[config.mk]
export PLATFORM = sky130hd
export DESIGN_NAME = decode_issue
export DESIGN_NICKNAME = d
export VERILOG_FILES = /design/src/rtl/simple_processor_pkg.sv /design/src/rtl/reg_file.sv /design/src/rtl/decode_issue.sv
export SDC_FILE = /design/constraint.sdc
export NUM_CORES = 1
export LEC_CHECK = 0
export CORE_ASPECT_RATIO = 1.1
export CORE_UTILIZATION = 65
export DETAILED_ROUTE_END_ITERATION = 12
export DONT_BUFFER_PORTS = 1
export PLACE_DENSITY_LB_ADDON = 0.15
export SLEW_MARGIN = 20
export SYNTH_ARGS = -nofsm -noshare
export SYNTH_HDL_FRONTEND = slang
export SYNTH_SLANG_ARGS = --single-unit
[constraint.sdc]
create_clock -name clk_i -period 4.4 [get_ports clk_i]
set_clock_uncertainty 0.2 [all_clocks]
set_input_delay 0.66 -clock clk_i [delete_from_list [all_inputs] [get_ports clk_i]]
set_output_delay 0.66 -clock clk_i [all_outputs]
set_load 0.02 [all_outputs]
[src/rtl/simple_processor_pkg.sv]
// Shared types and constants for the decode/issue front end.
// func_t values equal the 4-bit opcode field, so decode is a plain cast.
package simple_processor_pkg;

  localparam int unsigned DATA_WIDTH  = 32;
  localparam int unsigned INSTR_WIDTH = 16;
  localparam int unsigned REG_AW      = 3;

  typedef enum logic [3:0] {
    FN_AND  = 4'd0,
    FN_OR   = 4'd1,
    FN_XOR  = 4'd2,
    FN_NOT  = 4'd3,
    FN_ADDI = 4'd4,
    FN_ADD  = 4'd5,
    FN_SUB  = 4'd6,
    FN_SLL  = 4'd7,
    FN_SLLI = 4'd8,
    FN_SLR  = 4'd9,
    FN_SLRI = 4'd10
  } func_t;

  localparam logic [3:0] LAST_LEGAL_OPCODE = 4'd10;

  function automatic logic op_is_legal(input logic [3:0] opcode);
    return opcode <= LAST_LEGAL_OPCODE;
  endfunction

endpackage

[src/rtl/reg_file.sv]
// Register file: one write port, two asynchronous read ports, r0 reads zero,
// and a same-cycle write-through bypass so a reader sees the incoming value.
module reg_file
  import simple_processor_pkg::*;
#(
  parameter int unsigned DW = DATA_WIDTH,
  parameter int unsigned NR = 8
) (
  input  logic              clk_i,
  input  logic              arst_ni,
  input  logic              wb_en_i,
  input  logic [REG_AW-1:0] wb_addr_i,
  input  logic [DW-1:0]     wb_data_i,
  input  logic [REG_AW-1:0] raddr1_i,
  input  logic [REG_AW-1:0] raddr2_i,
  output logic [DW-1:0]     rdata1_o,
  output logic [DW-1:0]     rdata2_o
);

  logic [DW-1:0] regs_q [NR];

  always_ff @(posedge clk_i or negedge arst_ni) begin
    if (!arst_ni) begin
      for (int i = 0; i < int'(NR); i++) begin
        regs_q[i] <= '0;
      end
    end else if (wb_en_i && (wb_addr_i != '0)) begin
      regs_q[wb_addr_i] <= wb_data_i;
    end
  end

  // Bypass only for nonzero addresses; r0 stays zero even when written.
  always_comb begin
    rdata1_o = '0;
    if (raddr1_i != '0) begin
      if (wb_en_i && (wb_addr_i == raddr1_i)) rdata1_o = wb_data_i;
      else                                    rdata1_o = regs_q[raddr1_i];
    end
  end

  always_comb begin
    rdata2_o = '0;
    if (raddr2_i != '0) begin
      if (wb_en_i && (wb_addr_i == raddr2_i)) rdata2_o = wb_data_i;
      else                                    rdata2_o = regs_q[raddr2_i];
    end
  end

endmodule

[src/rtl/decode_issue.sv]
// Decode-and-issue stage: decodes 16-bit instructions, reads operands, and
// holds one registered issue packet for the execution unit.
module decode_issue
  import simple_processor_pkg::*;
#(
  parameter int unsigned NUM_REGS = 8
) (
  input  logic                   clk_i,
  input  logic                   arst_ni,
  input  logic [INSTR_WIDTH-1:0] instr_i,
  input  logic                   instr_valid_i,
  output logic                   instr_ready_o,
  output func_t                  func_o,
  output logic [DATA_WIDTH-1:0]  rs1_data_o,
  output logic [DATA_WIDTH-1:0]  rs2_data_o,
  output logic [5:0]             imm_o,
  output logic [REG_AW-1:0]      rd_addr_o,
  output logic                   issue_valid_o,
  input  logic                   issue_ready_i,
  input  logic                   wb_en_i,
  input  logic [REG_AW-1:0]      wb_addr_i,
  input  logic [DATA_WIDTH-1:0]  wb_data_i,
  output logic                   illegal_o,
  output logic [31:0]            issued_cnt_o
);

  logic [3:0]        opcode;
  logic [REG_AW-1:0] rd_addr;
  logic [REG_AW-1:0] rs1_addr;
  logic [REG_AW-1:0] rs2_addr;
  logic [5:0]        imm;

  assign opcode   = instr_i[15:12];
  assign rd_addr  = instr_i[11:9];
  assign rs1_addr = instr_i[8:6];
  assign rs2_addr = instr_i[2:0];
  assign imm      = instr_i[5:0];

  logic [DATA_WIDTH-1:0] rf_rdata1;
  logic [DATA_WIDTH-1:0] rf_rdata2;

  reg_file #(
    .DW (DATA_WIDTH),
    .NR (NUM_REGS)
  ) u_reg_file (
    .clk_i     (clk_i),
    .arst_ni   (arst_ni),
    .wb_en_i   (wb_en_i),
    .wb_addr_i (wb_addr_i),
    .wb_data_i (wb_data_i),
    .raddr1_i  (rs1_addr),
    .raddr2_i  (rs2_addr),
    .rdata1_o  (rf_rdata1),
    .rdata2_o  (rf_rdata2)
  );

  // Handshakes: a transfer happens on a rising edge where valid && ready.
  // instr_ready_o depends only on the issue register and issue_ready_i,
  // never on instr_valid_i; issue_valid_o never drops without a transfer.
  logic issue_valid_q;
  logic accept;
  logic load;
  logic fire;
  logic hold;

  assign instr_ready_o = !issue_valid_q || issue_ready_i;
  assign accept        = instr_valid_i && instr_ready_o;
  assign load          = accept && op_is_legal(opcode);
  assign fire          = issue_valid_q && issue_ready_i;
  assign hold          = issue_valid_q && !issue_ready_i;

  func_t                 func_q;
  logic [DATA_WIDTH-1:0] rs1_data_q;
  logic [DATA_WIDTH-1:0] rs2_data_q;
  logic [REG_AW-1:0]     rs1_addr_q;
  logic [REG_AW-1:0]     rs2_addr_q;
  logic [REG_AW-1:0]     rd_addr_q;
  logic [5:0]            imm_q;
  logic                  illegal_q;
  logic [31:0]           issued_cnt_q;

  always_ff @(posedge clk_i or negedge arst_ni) begin
    if (!arst_ni) begin
      issue_valid_q <= 1'b0;
    end else if (load) begin
      issue_valid_q <= 1'b1;
    end else if (fire) begin
      issue_valid_q <= 1'b0;
    end
  end

  // A held packet tracks writebacks to its source registers so it never
  // issues a stale operand.
  always_ff @(posedge clk_i or negedge arst_ni) begin
    if (!arst_ni) begin
      func_q     <= FN_AND;
      rs1_data_q <= '0;
      rs2_data_q <= '0;
      rs1_addr_q <= '0;
      rs2_addr_q <= '0;
      rd_addr_q  <= '0;
      imm_q      <= '0;
    end else if (load) begin
      func_q     <= func_t'(opcode);
      rs1_data_q <= rf_rdata1;
      rs2_data_q <= rf_rdata2;
      rs1_addr_q <= rs1_addr;
      rs2_addr_q <= rs2_addr;
      rd_addr_q  <= rd_addr;
      imm_q      <= imm;
    end else if (hold && wb_en_i && (wb_addr_i != '0)) begin
      if (wb_addr_i == rs1_addr_q) rs1_data_q <= wb_data_i;
      if (wb_addr_i == rs2_addr_q) rs2_data_q <= wb_data_i;
    end
  end

  always_ff @(posedge clk_i or negedge arst_ni) begin
    if (!arst_ni) begin
      illegal_q    <= 1'b0;
      issued_cnt_q <= '0;
    end else begin
      illegal_q <= accept && !op_is_legal(opcode);
      if (fire) issued_cnt_q <= issued_cnt_q + 32'd1;
    end
  end

  assign func_o        = func_q;
  assign rs1_data_o    = rs1_data_q;
  assign rs2_data_o    = rs2_data_q;
  assign imm_o         = imm_q;
  assign rd_addr_o     = rd_addr_q;
  assign issue_valid_o = issue_valid_q;
  assign illegal_o     = illegal_q;
  assign issued_cnt_o  = issued_cnt_q;

endmodule

**Yosys cells after proc, flatten, opt, wreduce, memory -nomap -nowiden**

Index checks and enable logic that the tools add are counted.

- Register bits after elaboration: 373

- Reduce and logical (&&, ||, !) cells: 24
- Muxes and demuxes: 21
- $add $sub $neg: 1
- $lt $le $gt $ge: 5
- Equal/unequal tests: 4
- Bitwise logic cells: 3

Operator list:

| kind | count |
|---|---|
| two-way mux 32 bit | 15 |
| bitwise mux 256 bit | 1 |
| binary-select mux 32 bit (select 3 bit) | 2 |
| demux 32 bit (select 3 bit) | 1 |
| adder 32 x 1 -> 32 bit (second input constant) | 1 |
| equality test 3 bit | 4 |
| greater-or-equal comparator 4 bit (second input constant) | 3 |
| inverter 3 -> 4 bit | 3 |
| logical AND 1 bit | 11 |
| nonzero test 3 bit | 3 |
| nonzero test 2 bit | 4 |
| less-or-equal comparator 4 bit (second input constant) | 1 |
| < comparator 4 x 1 -> 1 bit (second input constant) | 1 |
| AND reduction 2 bit | 2 |
| zero test 1 bit | 3 |
| two-way mux 1 bit | 2 |
| logical OR 1 bit | 1 |

**Logic depth before layout (Yosys ltp)**

- Depth after elaboration: 7
- Depth in mapped cells: 8
- Depth with buffers taken out: 6

**Cells and area by module**

A second synthesis with hierarchy kept.

- Cells, all modules: 1666
- Area, all modules: 18275.0 um^2

Modules (own cells, without submodules):

| module | times used | cells an instance | area an instance (um^2) | sequential area each (um^2) |
|---|---|---|---|---|
| reg_file | 1 | 1073 | 12678.4 | 5605.4 |
| decode_issue | 1 | 593 | 5596.6 | 2852.7 |

**Least setup slack after synthesis**

Ideal clock, no wire load.

- Kind: input to register
- Start: input instr_i[6]
- End: register rs1_data_q[22], in the netlist rs1_data_o[22]
- Data arrival time: 1.985 ns
- Buffers on the path: 3
- Cell stages on the path: 8
- Setup slack: 2.133 ns
- Data required time: 4.118 ns
- Path through: buf_4 -> xnor2_1 -> and4_1 -> buf_6 -> nand2b_4 -> buf_6 -> or3_1 -> a31oi_1

- Longest elaborated chain between the ends: 7

RTL lines:

| item | line | RTL |
|---|---|---|
| from (decl) | decode_issue.sv:10 | `input logic [INSTR_WIDTH-1:0] instr_i,` |
| inverter 3 -> 4 bit (not written as such) | reg_file.sv:37 | `else rdata1_o = regs_q[raddr1_i];` |
| binary-select mux 32 bit (select 3 bit) | reg_file.sv:37 |  |
| two-way mux 32 bit (not written as such) (2 in a row) | reg_file.sv:37 |  |
| two-way mux 32 bit | reg_file.sv:36 | `if (wb_en_i && (wb_addr_i == raddr1_i)) rdata1_o = wb_data_i;` |
| two-way mux 32 bit (*) | reg_file.sv:35 | `if (raddr1_i != '0) begin` |
| two-way mux 32 bit (*) | decode_issue.sv:103 | `end else if (load) begin` |
| to (signal assigned) | decode_issue.sv:105 | `rs1_data_q <= rf_rdata1;` |
| to (signal assigned) | decode_issue.sv:112 | `if (wb_addr_i == rs1_addr_q) rs1_data_q <= wb_data_i;` |
| to (decl) | decode_issue.sv:73 | `logic [DATA_WIDTH-1:0] rs1_data_q;` |

Mark *: on every way between the ends. The rest lies on a longest branch, timed or not. The select of a mux whose other input is x is not followed.
A chain may end at the register's enable or synchronous reset.

**Worst setup path in the final report**

- Start: register issue_valid_q, in the netlist issue_valid_o
- End: register rs1_data_q[20], in the netlist rs1_data_o[20]

- Longest elaborated chain between the ends: 6

RTL lines:

| item | line | RTL |
|---|---|---|
| from (decl) | decode_issue.sv:60 | `logic issue_valid_q;` |
| from (signal assigned) | decode_issue.sv:84 | `issue_valid_q <= 1'b0;` |
| from (signal assigned) | decode_issue.sv:86 | `issue_valid_q <= 1'b1;` |
| from (signal assigned) | decode_issue.sv:88 | `issue_valid_q <= 1'b0;` |
| zero test 1 bit (*) | decode_issue.sv:66 | `assign instr_ready_o = !issue_valid_q \|\| issue_ready_i;` |
| logical OR 1 bit (*) | decode_issue.sv:66 |  |
| named net instr_ready_o | decode_issue.sv:12 | `output logic instr_ready_o,` |
| logical AND 1 bit (*) | decode_issue.sv:67 | `assign accept = instr_valid_i && instr_ready_o;` |
| logical AND 1 bit (*) | decode_issue.sv:68 | `assign load = accept && op_is_legal(opcode);` |
| nonzero test 2 bit (no source line) | n/a |  |
| AND reduction 2 bit (no source line) | n/a |  |

Mark *: on every way through the listed nets, which the timed path passes. The rest lies on a longest branch.

==> impl_metrics.json <==
{
  "leakage_nw": 7.55,
  "vias_per_cell": 6.95,
  "cp-start-kind": "flip-flop",
  "cts-root-buf": "clkbuf_16",
  "dieArea_um2": 27100,
  "synth_seq_area_share_pct": 49.1,
  "grt_pass1_vias": 13100,
  "grt_usage_pct": 35.4,
  "vias": 13200,
  "synth.cell_area_um2": 17200,
  "synth_edf_count": 0,
  "crit_fanout": 35,
  "yosysTopAreaCell": "dfrtp_1",
  "yosys.area.top_type_share_pct": 49.1,
  "setup_viol": 0,
  "final_cell_mix": "dfrtp_1 (338), mux2_2 (229), nor2_1 (140)",
  "synthTopCellsByArea": "dfrtp_1 (49%), mux2_2 (15%), mux2i_1 (3.7%), a31oi_1 (3.6%), o22ai_1 (3.4%)",
  "synth_seq_cells": 338,
  "die_x_um": 157,
  "setup-tns-final_ns": 0,
  "r2r_slack_ns": 1.54,
  "vdd_ir_drop_max_mv": 0.350,
  "cpPeakStageDelay_ns": 0.54,
  "power_mw": 8.88,
  "crit_buf_inv": 2,
  "ctsResizeCount": 0,
  "ctsHtreeMaxLevel": 2,
  "dp_hpwl_um": 25300,
  "clock_path_buffers": 3,
  "syn_inst": 1628,
  "cap_viol_max_count": 0,
  "overflow": 0,
  "tightest_slew_ns": 1.05,
  "arrival_ns": 3.09,
  "nNetsFinal": 1580,
  "end_kind": "flip-flop",
  "grt_pass1_wl_um": 74200,
  "initial_utilization_pct": 66.1,
  "reg2reg_from": "issue_valid_o",
  "critPathKind": "flip-flop to flip-flop",
  "wl_per_cell_um": 24.8,
  "slew_violations": 0,
  "routed_wl_um": 47200,
  "min_period_ns": 2.86,
  "yosys_most_used_dff": "dfrtp_1",
  "synth_cell_type_count": 49,
  "critPathSlowestCell": "dfrtp_1",
  "synth_async_sr_flop_share_pct": 100,
  "clk_latency_ns": 0.52,
  "synth_warnings": 0,
  "postSynthAreaPerCell_um2": 10.6,
  "cts_tree": "built",
  "io_pins": 168,
  "max-slew-margin-rel_pct": 30.0,
  "rr_endpoint": "rs1_data_o[20]",
  "whs_ns": -0.354,
  "crit_path_frequent_cell": "buf_4",
  "cp_top_family": "compound AO/OA/AOI/OAI gates",
  "antenna_found_initial": 0,
  "dieHeight_um": 173,
  "first_pass_iters": 6,
  "antenna_cells": 0,
  "cts_buffers": 36,
  "fp-row-count": 62,
  "grt_max_degree": 339,
  "holdCritPathClass": "input port to async pin",
  "cts_setup_buffers": 0,
  "p_per_area_nw_per_um2": 483,
  "outcome": "finished, violations left",
  "clkTransAtPathRegs_ns": 0.06,
  "syn_to_final_growth_pct": 6.74,
  "grt_setup_unrepaired": "no",
  "syn-num-nets": 1685,
  "cp_data_required_time_ns": 4.63,
  "cts.sinks": 338,
  "reg2reg_depth": 6,
  "drt_iter0_markers": 1453,
  "finalCritPeriodShare_pct": 65.1,
  "violations": "hold timing",
  "final_antenna_net_count": 0,
  "io_buffers": 0,
  "hold_violations": 338,
  "cp_cell_sequence": "nand2b_2 -> o211ai_4 -> buf_4 -> buf_4 -> o21ai_0 -> a31oi_1",
  "drc": 0,
  "drive_gt1_share_pct": 20.7,
  "final_common_cell": "dfrtp_1",
  "core_um2": 26100,
  "maxClockFrequency_ghz": 0.349,
  "gp_congestion": 0.780
}
## cells by family after synthesis
family | Yosys count | synth area share (%)
muxes | 304 | 19.4
xor gates and xnor gates | 43 | 2.19
and+or+nand+nor | 404 | 11.5
DFF | 338 | 49.1
buffers and inverters | 175 | 4.43
adders and majority gates | 1 | 0.0726
AOI/OAI and AO/OA | 363 | 13.2
## where the power goes
group	switching [mW]	internal, mW
Clock	1.23	1.84
Combinational	0.579	0.774
Sequential	0.726	3.74
## worst max path at each step
stage / cells after the start / endpoint / slack [ns] / start
3_3_place_gp: 6 / rs1_data_o[20] / 1.37 / instr_i[13]
2_1_floorplan: 8 / rs1_data_o[22] / 2.13 / instr_i[6]
5_1_grt: 6 / rs1_data_o[20] / 1.43 / issue_valid_o
4_1_cts: 6 / rs1_data_o[20] / 1.54 / issue_valid_o
6_report: 6 / rs1_data_o[20] / 1.54 / issue_valid_o
3_5_place_dp: 5 / rd_addr_o[0] / 1.31 / instr_i[13]
## area by class of cell
class                   count  area (µm²)
flip-flops and latches    338        8460
multi-input cells        1115        8080
fillers                  1912        7680
clock buffers              51        1050
well taps                 352         440
repair buffers             20         170
clock inverters            12         139
inverters                  12        45.0
## worst register-to-register path, cell delays in order, from the launching register on
cell      delay, ns
dfrtp_1        0.54
nand2b_2       0.24
o211ai_4       0.39
buf_4          0.49
buf_4          0.42
o21ai_0        0.28
a31oi_1        0.22
## registers in the layout (all words and copies together), names as in the netlist
register	flops
rs2_addr_q	2
func_o	4
imm_o	4
issue_valid_o	1
rs2_data_o	32
rs1_addr_q	3
u_reg_file.regs_q	224
illegal_o	1
rs1_data_o	32
rd_addr_o	3
issued_cnt_o	32
## cell usage after synthesis (5+ instances only)
library cell    n
o32ai_1        31
a31oi_1        99
clkbuf_1      111
inv_1          12
mux2_2        229
xor2_1         13
nor2_1        140
buf_4           9
and2_1         31
or3_1          35
o22ai_1        94
o211ai_1       32
nand2b_1       32
nor3_1          8
dfrtp_1       338
nand4_1         9
buf_1           5
o21ai_0        96
mux2_1         11
and3_1          5
buf_2          34
xnor2_1        30
nand3_1        44
mux2i_1        64
nand2_1        79
## metal layers
metal	global-route usage, %	routed length (µm)	vias up
li1	-	-	5711
met1	47.0	18300	6658
met2	56.1	22300	722
met3	8.60	5140	111
met4	13.6	1400	0
met5	0	0	-
## metrics by stage
stage	instances	utilization, %	instance area, µm²	setup slack, ns
after floorplan	1628	-	17200	2.13
after global placement	1836	65.9	17200	1.37
after detailed placement	1837	66.0	17200	1.31
after CTS	1900	70.5	18400	1.54
after global routing	1900	70.5	18400	1.43
final	1900	70.5	18400	1.54
(Power assumes the default switching activity.)
